--- config.mk ---
export PLATFORM = sky130hd
export DESIGN_NAME = memory_stage_ctrl
export DESIGN_NICKNAME = d
export VERILOG_FILES = /design/src/rtl/cpu_types_pkg.sv /design/src/rtl/memory_stage_ctrl_link_reg.sv /design/src/rtl/memory_stage_ctrl.sv
export SDC_FILE = /design/constraint.sdc
export NUM_CORES = 1
export LEC_CHECK = 0
export CAP_MARGIN = 20
export CELL_PAD_IN_SITES_DETAIL_PLACEMENT = 1
export CELL_PAD_IN_SITES_GLOBAL_PLACEMENT = 2
export CORE_AREA = 2 2 132 185
export CTS_BUF_LIST = sky130_fd_sc_hd__clkbuf_16
export DETAILED_ROUTE_END_ITERATION = 8
export DIE_AREA = 0 0 134 187
export GPL_ROUTABILITY_DRIVEN = 0
export PLACE_DENSITY_LB_ADDON = 0.1
export SYNTH_ARGS = -nofsm -noshare
export SYNTH_HDL_FRONTEND = slang
export SYNTH_SLANG_ARGS = --single-unit
--- constraint.sdc ---
create_clock -name CLK -period 3.5 [get_ports CLK]
set_input_delay 0.875 -clock CLK [delete_from_list [all_inputs] [get_ports CLK]]
set_output_delay 0.875 -clock CLK [all_outputs]
set_load 0.02 [all_outputs]
--- src/rtl/cpu_types_pkg.sv ---
// Shared CPU datapath types plus the memory-stage sequencer state encoding.
package cpu_types_pkg;

  typedef logic [31:0] word_t;

  typedef enum logic {
    IDLE = 1'b0,
    WAIT = 1'b1
  } memctrl_state_t;

endpackage

--- src/rtl/memory_stage_ctrl_link_reg.sv ---
// LL/SC link register: word address plus valid bit, set by LL, cleared by SC,
// matching local stores and coherence invalidations.
module link_reg (
  input  logic        CLK,
  input  logic        RST,
  input  logic        i_set,
  input  logic        i_clr,
  input  logic [29:0] i_set_word,
  input  logic        i_inv,
  input  logic [29:0] i_inv_word,
  input  logic [29:0] i_cmp_word,
  output logic        o_match
);

  logic        r_valid;
  logic [29:0] r_word;
  logic        w_inv_old;
  logic        w_inv_new;

  assign w_inv_old = i_inv & (i_inv_word == r_word);
  assign w_inv_new = i_inv & (i_inv_word == i_set_word);

  // An invalidate landing on the word being linked this cycle wins over the set.
  always_ff @(posedge CLK or posedge RST) begin
    if (RST) begin
      r_valid <= 1'b0;
      r_word  <= '0;
    end else if (i_set) begin
      r_valid <= ~w_inv_new;
      r_word  <= i_set_word;
    end else if (i_clr | w_inv_old) begin
      r_valid <= 1'b0;
    end
  end

  assign o_match = r_valid & (i_cmp_word == r_word);

endmodule

--- src/rtl/memory_stage_ctrl.sv ---
// Memory-stage sequencer: issues dcache requests for the EX/MEM instruction,
// stalls until dhit, strobes the MEM/WB latch and resolves LL/SC.
module memory_stage_ctrl
  import cpu_types_pkg::*;
(
  input  logic  CLK,
  input  logic  RST,
  input  logic  advance,
  input  logic  mem_ren,
  input  logic  mem_wen,
  input  logic  mem_atomic,
  input  word_t mem_addr,
  input  word_t mem_store,
  input  logic  dhit,
  input  word_t dload,
  input  logic  ccinv,
  input  word_t ccsnoopaddr,
  output logic  dmemREN,
  output logic  dmemWEN,
  output word_t dmemaddr,
  output word_t dmemstore,
  output logic  latch_en,
  output logic  stall,
  output word_t mem_dload,
  output logic  datomic
);

  memctrl_state_t r_state;
  logic           r_done;
  word_t          r_hold;

  logic  w_is_sc;
  logic  w_memop;
  logic  w_link_match;
  logic  w_sc_fail;
  logic  w_req;
  logic  w_hit;
  word_t w_load_val;
  logic  w_ren;
  logic  w_wen;
  logic  w_atomic;
  logic  w_latch;
  logic  w_stall;
  word_t w_dload;
  logic  w_unused_lsb;

  assign w_unused_lsb = ^ccsnoopaddr[1:0];

  assign w_is_sc = mem_wen & mem_atomic;
  assign w_memop = mem_ren | mem_wen;
  // SC success is decided at issue; once in WAIT the write is committed to the cache.
  assign w_sc_fail  = (r_state == IDLE) & w_is_sc & ~w_link_match;
  assign w_req      = w_memop & ~w_sc_fail & ~r_done;
  assign w_hit      = w_req & dhit;
  assign w_load_val = w_is_sc ? {31'd0, w_hit} : dload;

  always_comb begin
    w_ren    = w_req & mem_ren;
    w_wen    = w_req & mem_wen;
    w_atomic = w_req & mem_atomic;
    w_latch  = 1'b0;
    w_stall  = 1'b0;
    w_dload  = w_load_val;
    if (r_done) begin
      w_latch = advance;
      w_dload = r_hold;
    end else if (w_req) begin
      w_stall = ~dhit;
      w_latch = dhit & advance;
    end else begin
      w_latch = advance;
    end
  end

  always_ff @(posedge CLK or posedge RST) begin
    if (RST) begin
      r_state <= IDLE;
      r_done  <= 1'b0;
      r_hold  <= '0;
    end else begin
      case (r_state)
        IDLE: begin
          if (w_req & ~dhit) r_state <= WAIT;
        end
        WAIT: begin
          if (r_done) begin
            if (advance) begin
              r_state <= IDLE;
              r_done  <= 1'b0;
            end
          end else if (w_hit) begin
            if (advance) begin
              r_state <= IDLE;
            end else begin
              r_done <= 1'b1;
              r_hold <= w_load_val;
            end
          end
        end
        default: r_state <= IDLE;
      endcase
    end
  end

  link_reg u_link (
    .CLK        (CLK),
    .RST        (RST),
    .i_set      (w_hit & mem_ren & mem_atomic),
    .i_clr      (w_hit & mem_wen & (mem_atomic | w_link_match)),
    .i_set_word (mem_addr[31:2]),
    .i_inv      (ccinv),
    .i_inv_word (ccsnoopaddr[31:2]),
    .i_cmp_word (mem_addr[31:2]),
    .o_match    (w_link_match)
  );

  // Outputs are forced low for the whole reset window, including mid-request.
  assign dmemREN   = w_ren & ~RST;
  assign dmemWEN   = w_wen & ~RST;
  assign datomic   = w_atomic & ~RST;
  assign latch_en  = w_latch & ~RST;
  assign stall     = w_stall & ~RST;
  assign dmemaddr  = (RST | ~w_req) ? '0 : mem_addr;
  assign dmemstore = (RST | ~w_wen) ? '0 : mem_store;
  assign mem_dload = RST ? '0 : w_dload;

endmodule

# Yosys cells after proc, flatten, opt, wreduce, memory -nomap -nowiden
# Cells that the tools add are included.
# classes
n_shift,0
n_mux,18
magnitude_cmp,0
n_mul,0
n_reduce_logical,2
n_eq_ne,3
bitwise_logic,38
n_addsub,0
n_div,0
# ops
cell,count
$mux W32,5
$eq A30 B30 Y1,3
$and A1 B1 Y1,23
$mux W1,12
$not A1 Y1,10
$or A1 B1 Y1,5
$reduce_and A4 Y1,1
$pmux W1 S2,1
$reduce_bool A2 Y1,1
# word_totals
mem_bits_rw,0
rom_bits,0
latch_bits,0
memories,0
reg_bits,65
input_bits,136

# Logic depth before layout (Yosys ltp)
# logic_depth
word_depth,13
depth_mapped,7
ltp_nobuf,6

# By module
# Synthesis repeated with hierarchy kept, for this count alone.
# unflattened
hier_cells,526
hier_area_um2,4682.0
# by_module_without_submodules
mod,n_inst,area_each_um2,cells_per_inst
memory_stage_ctrl,1,2547.4,339
link_reg,1,2134.5,187

# Worst setup path before layout
# No wires, ideal clock.
# synth_timing
path_kind,input port to output port
from,in RST
to,out latch_en
setup_slack_ps,-346
arrival_ps,2971
path_buffers,1
path_stages,3
path_cell_list,clkbuf_1 -> inv_1 -> o311a_1
# synth_between
elab_chain_len,2
# synth_rtl
item,line,source
"start, declared",memory_stage_ctrl.sv:7,"input logic RST,"
$not A1 Y1,memory_stage_ctrl.sv:121,assign latch_en = w_latch & ~RST;
$and A1 B1 Y1,memory_stage_ctrl.sv:121,
"end, declared",memory_stage_ctrl.sv:22,"output logic latch_en,"
# Every way passes these cells.

# Worst setup path in the final report
# layout_timing
from,in mem_addr[22]
to,out mem_dload[0]
# layout_between
elab_chain_len,11
# layout_rtl
item,line,source
"start, declared",memory_stage_ctrl.sv:12,"input word_t mem_addr,"
$eq A30 B30 Y1,memory_stage_ctrl_link_reg.sv:36,assign o_match = r_valid & (i_cmp_word == r_word);
$and A1 B1 Y1,memory_stage_ctrl_link_reg.sv:36,
$not A1 Y1,memory_stage_ctrl.sv:52,assign w_sc_fail = (r_state == IDLE) & w_is_sc & ~w_link_match;
$and A1 B1 Y1,memory_stage_ctrl.sv:52,
$not A1 Y1,memory_stage_ctrl.sv:53,assign w_req = w_memop & ~w_sc_fail & ~r_done;
$and A1 B1 Y1 (2 in series),memory_stage_ctrl.sv:53,
$and A1 B1 Y1,memory_stage_ctrl.sv:54,assign w_hit = w_req & dhit;
$mux W32,memory_stage_ctrl.sv:55,"assign w_load_val = w_is_sc ? {31'd0, w_hit} : dload;"
$mux W32,memory_stage_ctrl.sv:64,if (r_done) begin
$mux W32,memory_stage_ctrl.sv:125,assign mem_dload = RST ? '0 : w_dload;
"end, declared",memory_stage_ctrl.sv:24,"output word_t mem_dload,"
# Every way passes these cells.

==> summary.md <==
## Worst setup path
- **largest driver fanout on the critical path** 4
- **category of cells accounting for the largest share of critical-path delay** simple AND/OR/NAND/NOR gates
- **required arrival time at the worst endpoint** 2620 ps
- **cells along the critical path** buf_8, xnor2_4, nand4_1, nor4_2, buf_4, a211oi_4, buf_6, or3b_4, a221oi_2, buf_4
- **classification of the worst setup path** in2out
- **most frequent cell on the critical path** sky130_fd_sc_hd__buf_4
- **category of the worst setup path launch point** primary input
- **kind of end point of the critical path** output pin
- **Worst EP arrival** 2880 ps
- **crit path max-delay cell type** sky130_fd_sc_hd__or3b_4
- **Worst Path Buf+Inv** 4
- **peak per-stage delay on the critical path** 360 ps

## GRT
- **global-route congestion overflow total** 0
- **M2 GR Usage** 0.342
- **met3 Track Usage GR** 0.0314
- **total routing usage reported by global routing** 0.174
- **first-pass GRT wire length** 33000 microns
- **fraction of met1 tracks used by global routing** 0.182
- **maximum number of pins on one net before global-route repair** 66
- **antenna violations before repair** 1
- **number of global-route vias before repair** 5568
- **layer with the highest usage after global routing** met2

## Synthesis
- **area share of fa/ha/maj cells after synthesis** 0
- **complex-gate fraction of the synthesized area** 0.0870
- **synthesized instance count** 527
- **leading post-synthesis cells by cell area** sky130_fd_sc_hd__dfrtp_1 (35%), sky130_fd_sc_hd__xnor2_1 (15%), sky130_fd_sc_hd__mux2_4 (9.4%)
- **Yosys top cell area share** 0.352
- **xor and xnor fraction of the mapped netlist area** 0.171
- **portion of netlist area occupied by mux cells** 0.0989
- **distinct cell type count after synthesis** 32
- **sequential fraction of the synthesis area** 0.352
- **net count after synthesis** 663
- **simple logic cell fraction of the synthesized area** 0.259
- **Synth Cell Area** 0.00462 sq mm
- **Mean Syn Cell Area** 8.76 sq um
- **main combinational cell family by area after synthesis** simple AND/OR/NAND/NOR gates
- **Yosys warning total** 0
- **most area-hungry cell type in the Yosys netlist** sky130_fd_sc_hd__dfrtp_1
- **number of register bits inferred by synthesis** 65

## Floorplan
- **die area** 0.0251 sq mm
- **IO Pins** 237
- **row count** 67
- **core outline area** 0.0236 sq mm
- **effective utilization at floorplan** 0.196
- **die span in y** 187 microns
- **horizontal die dimension** 134 microns

## Finish
- **share of cells above drive strength 1** 0.442
- **area of the multi-input gates** 0.00322 sq mm
- **Register Area** 0.00163 sq mm
- **final non-filler cell area** 0.00885 sq mm
- **fillcell total** 2691
- **number of non-filler instances in the completed layout** 1167
- **area growth from synthesis to layout** 91.6%
- **layout net count** 988
- **share of the core filled with cells in the final layout** 0.376
- **count of antenna diodes in the layout** 0

## Timing
- **# setup viols final** 69
- **portion of the clock cycle consumed by the worst path in the final layout** 1.07
- **final hold viol count** 0
- **clock skew after layout** 7.23 ps
- **final number of max-transition violations** 0
- **final worst-path setup slack** -255 ps
- **final sum of negative setup slack** -10430 ps
- **shortest clock period the worst path allows after layout** 3750 ps
- **Max Clock Freq** 266 MHz
- **Max-Slew Margin vs Limit** 0.367
- **slew at the pin closest to its max-slew limit** 949 ps
- **unrepaired setup endpoints after global routing** true

## Detailed routing
- **initial drt markers** 92
- **total iterations of the first detailed-routing run** 4
- **average wire per cell in the routed design** 18.4 microns
- **routed wire length** 21500 microns
- **remaining number of nets flagged by the antenna check after routing** 0
- **DRC viols** 0
- **ratio of routed vias to standard cells** 4.23
- **Via Count** 4941

## Clock tree
- **maximum buffer depth of the clock tree** 2
- **CTS H-tree lvls** 3
- **Root Driver** sky130_fd_sc_hd__clkbuf_16
- **TritonCTS clock tree** built
- **post-CTS clock slew at the launch and capture registers of the worst setup and hold paths** 60 ps
- **number of buffers created by CTS** 9
- **number of clock sinks** 65
- **clock latency at the later pin of the worst-skew pair** 340 ps

## Placed design
- **Port-buffer cells** 234
- **total placed instance area** 0.00795 sq mm
- **final HPWL from detailed placement** 16100 microns
- **cell count after placement** 1124

## Power and ir drop
- **leakage component of the power** 3.99 nW
- **cell area power density** 569 mW/mm^2
- **peak supply drop** 0.243 mV

## Outcome
- **run status** finished, violations left
- **violated checks** negative setup slack

## Worst hold path
- **Hold/Removal Path Class** reg2reg

## Run
- **max-cap violations** 0

## metrics by stage
stage | hold slack (ps) | setup slack [ps] | power (mW)
2_1_floorplan | 450 | -61.4 | 2.68
3_3_place_gp | 463 | -1210 | 3.76
3_5_place_dp | 471 | -1270 | 3.83
4_1_cts | 483 | -300 | 5.11
5_1_grt | 504 | -313 | 5.38
6_report | 481 | -255 | 5.04
## flip-flops by register name, summed over array words and instances, names as in the netlist
signal,count
r_state,1
r_hold,32
r_done,1
u_link.r_word,30
u_link.r_valid,1
## layout by cell type, fill, tap and decap left out, drive strengths merged, types with 2 or more instances in the layout
cell type        n
dfrtp           65
nand2           64
inv              3
clkdlybuf4s15    4
xnor2           79
clkdlybuf4s50  101
clkinvlp         3
nand3            2
a21oi           37
dlygate4sd2      5
nor2            64
nand4           21
nor3b            3
nor4             9
clkinv           3
clkbuf          37
buf            206
mux2            30
o21ai           32
and2            66
xor2            11
## worst register-to-register path, stage by stage (launching register included)
cell	delay, ps
sky130_fd_sc_hd__dfrtp_1	450
sky130_fd_sc_hd__xnor2_4	220
sky130_fd_sc_hd__nand4_1	140
sky130_fd_sc_hd__nor4_2	350
sky130_fd_sc_hd__buf_4	190
sky130_fd_sc_hd__a211oi_4	90
sky130_fd_sc_hd__buf_4	150
sky130_fd_sc_hd__buf_4	130
sky130_fd_sc_hd__nor3b_4	230
sky130_fd_sc_hd__buf_12	180
sky130_fd_sc_hd__buf_12	150
sky130_fd_sc_hd__mux2_4	310
## report_power, final
group / switching, mW / leakage [nW] / internal, mW / total (mW)
clock: 0.365 / 0.140 / 0.544 / 0.909
sequential: 0.338 / 0.801 / 1.11 / 1.44
combinational: 1.18 / 3.05 / 1.51 / 2.69
## synth_stat cells (all sizes together)
master and instances:
buf 9, inv 3, clkbuf 21, a221oi 1
nor3b 3, nor2 64, nand2 64, a21oi 37
or2 1, xor2 11, a211oi 1, nor4 9
dfrtp 65, nor4b 1, o21ai 32, o32ai 1
nand4 21, nor3 1, or3b 1, a22o 1
mux2 30, and2 66, mux2i 1, xnor2 79
nand3 2, o311a 1, nand3b 1
## cell type report
type,instances,share of cell area
multi-input combinational,429,0.364
clock buffer,9,0.0255
inverter,3,0.00170
clock inverter,7,0.00707
tap,310,0.0438
sequential,65,0.184
timing repair buffer,344,0.374
## worst paths after layout
kind | start | end | slack, ps | cells past startpoint
max in group asynchronous | RST | r_done | 1630 | 4
worst min register to register | r_hold[18] | r_hold[18] | 480 | 2
min in group asynchronous | RST | r_hold[3] | 1230 | 4
worst max register to register | u_link.r_word[2] | u_link.r_word[23] | 800 | 11
worst max-delay path | mem_addr[22] | mem_dload[0] | -250 | 10
worst min-delay path | r_hold[18] | r_hold[18] | 480 | 2
## logic make-up after synthesis
group | count (synthesis)
xor+xnor | 90
compound gates | 74
simple gates | 234
flops | 65
mux | 31
buf+inv | 33
## per-layer routing
layer | routed length [microns] | vias up
met3 | 939 | 19
met2 | 12200 | 124
li1 | - | 2401
met4 | 407 | 0
met5 | 0 | -
met1 | 7910 | 2397
## repair_timing
action                     in CTS  in global routing
setup buffers                  23                  3
hold buffers                    0                  0
pin swaps                      57                 39
resized for setup             659                 92
setup endpoints to repair     101                 98
cloned                          6                  0
No activity file was read; power rests on OpenSTA's default activity.
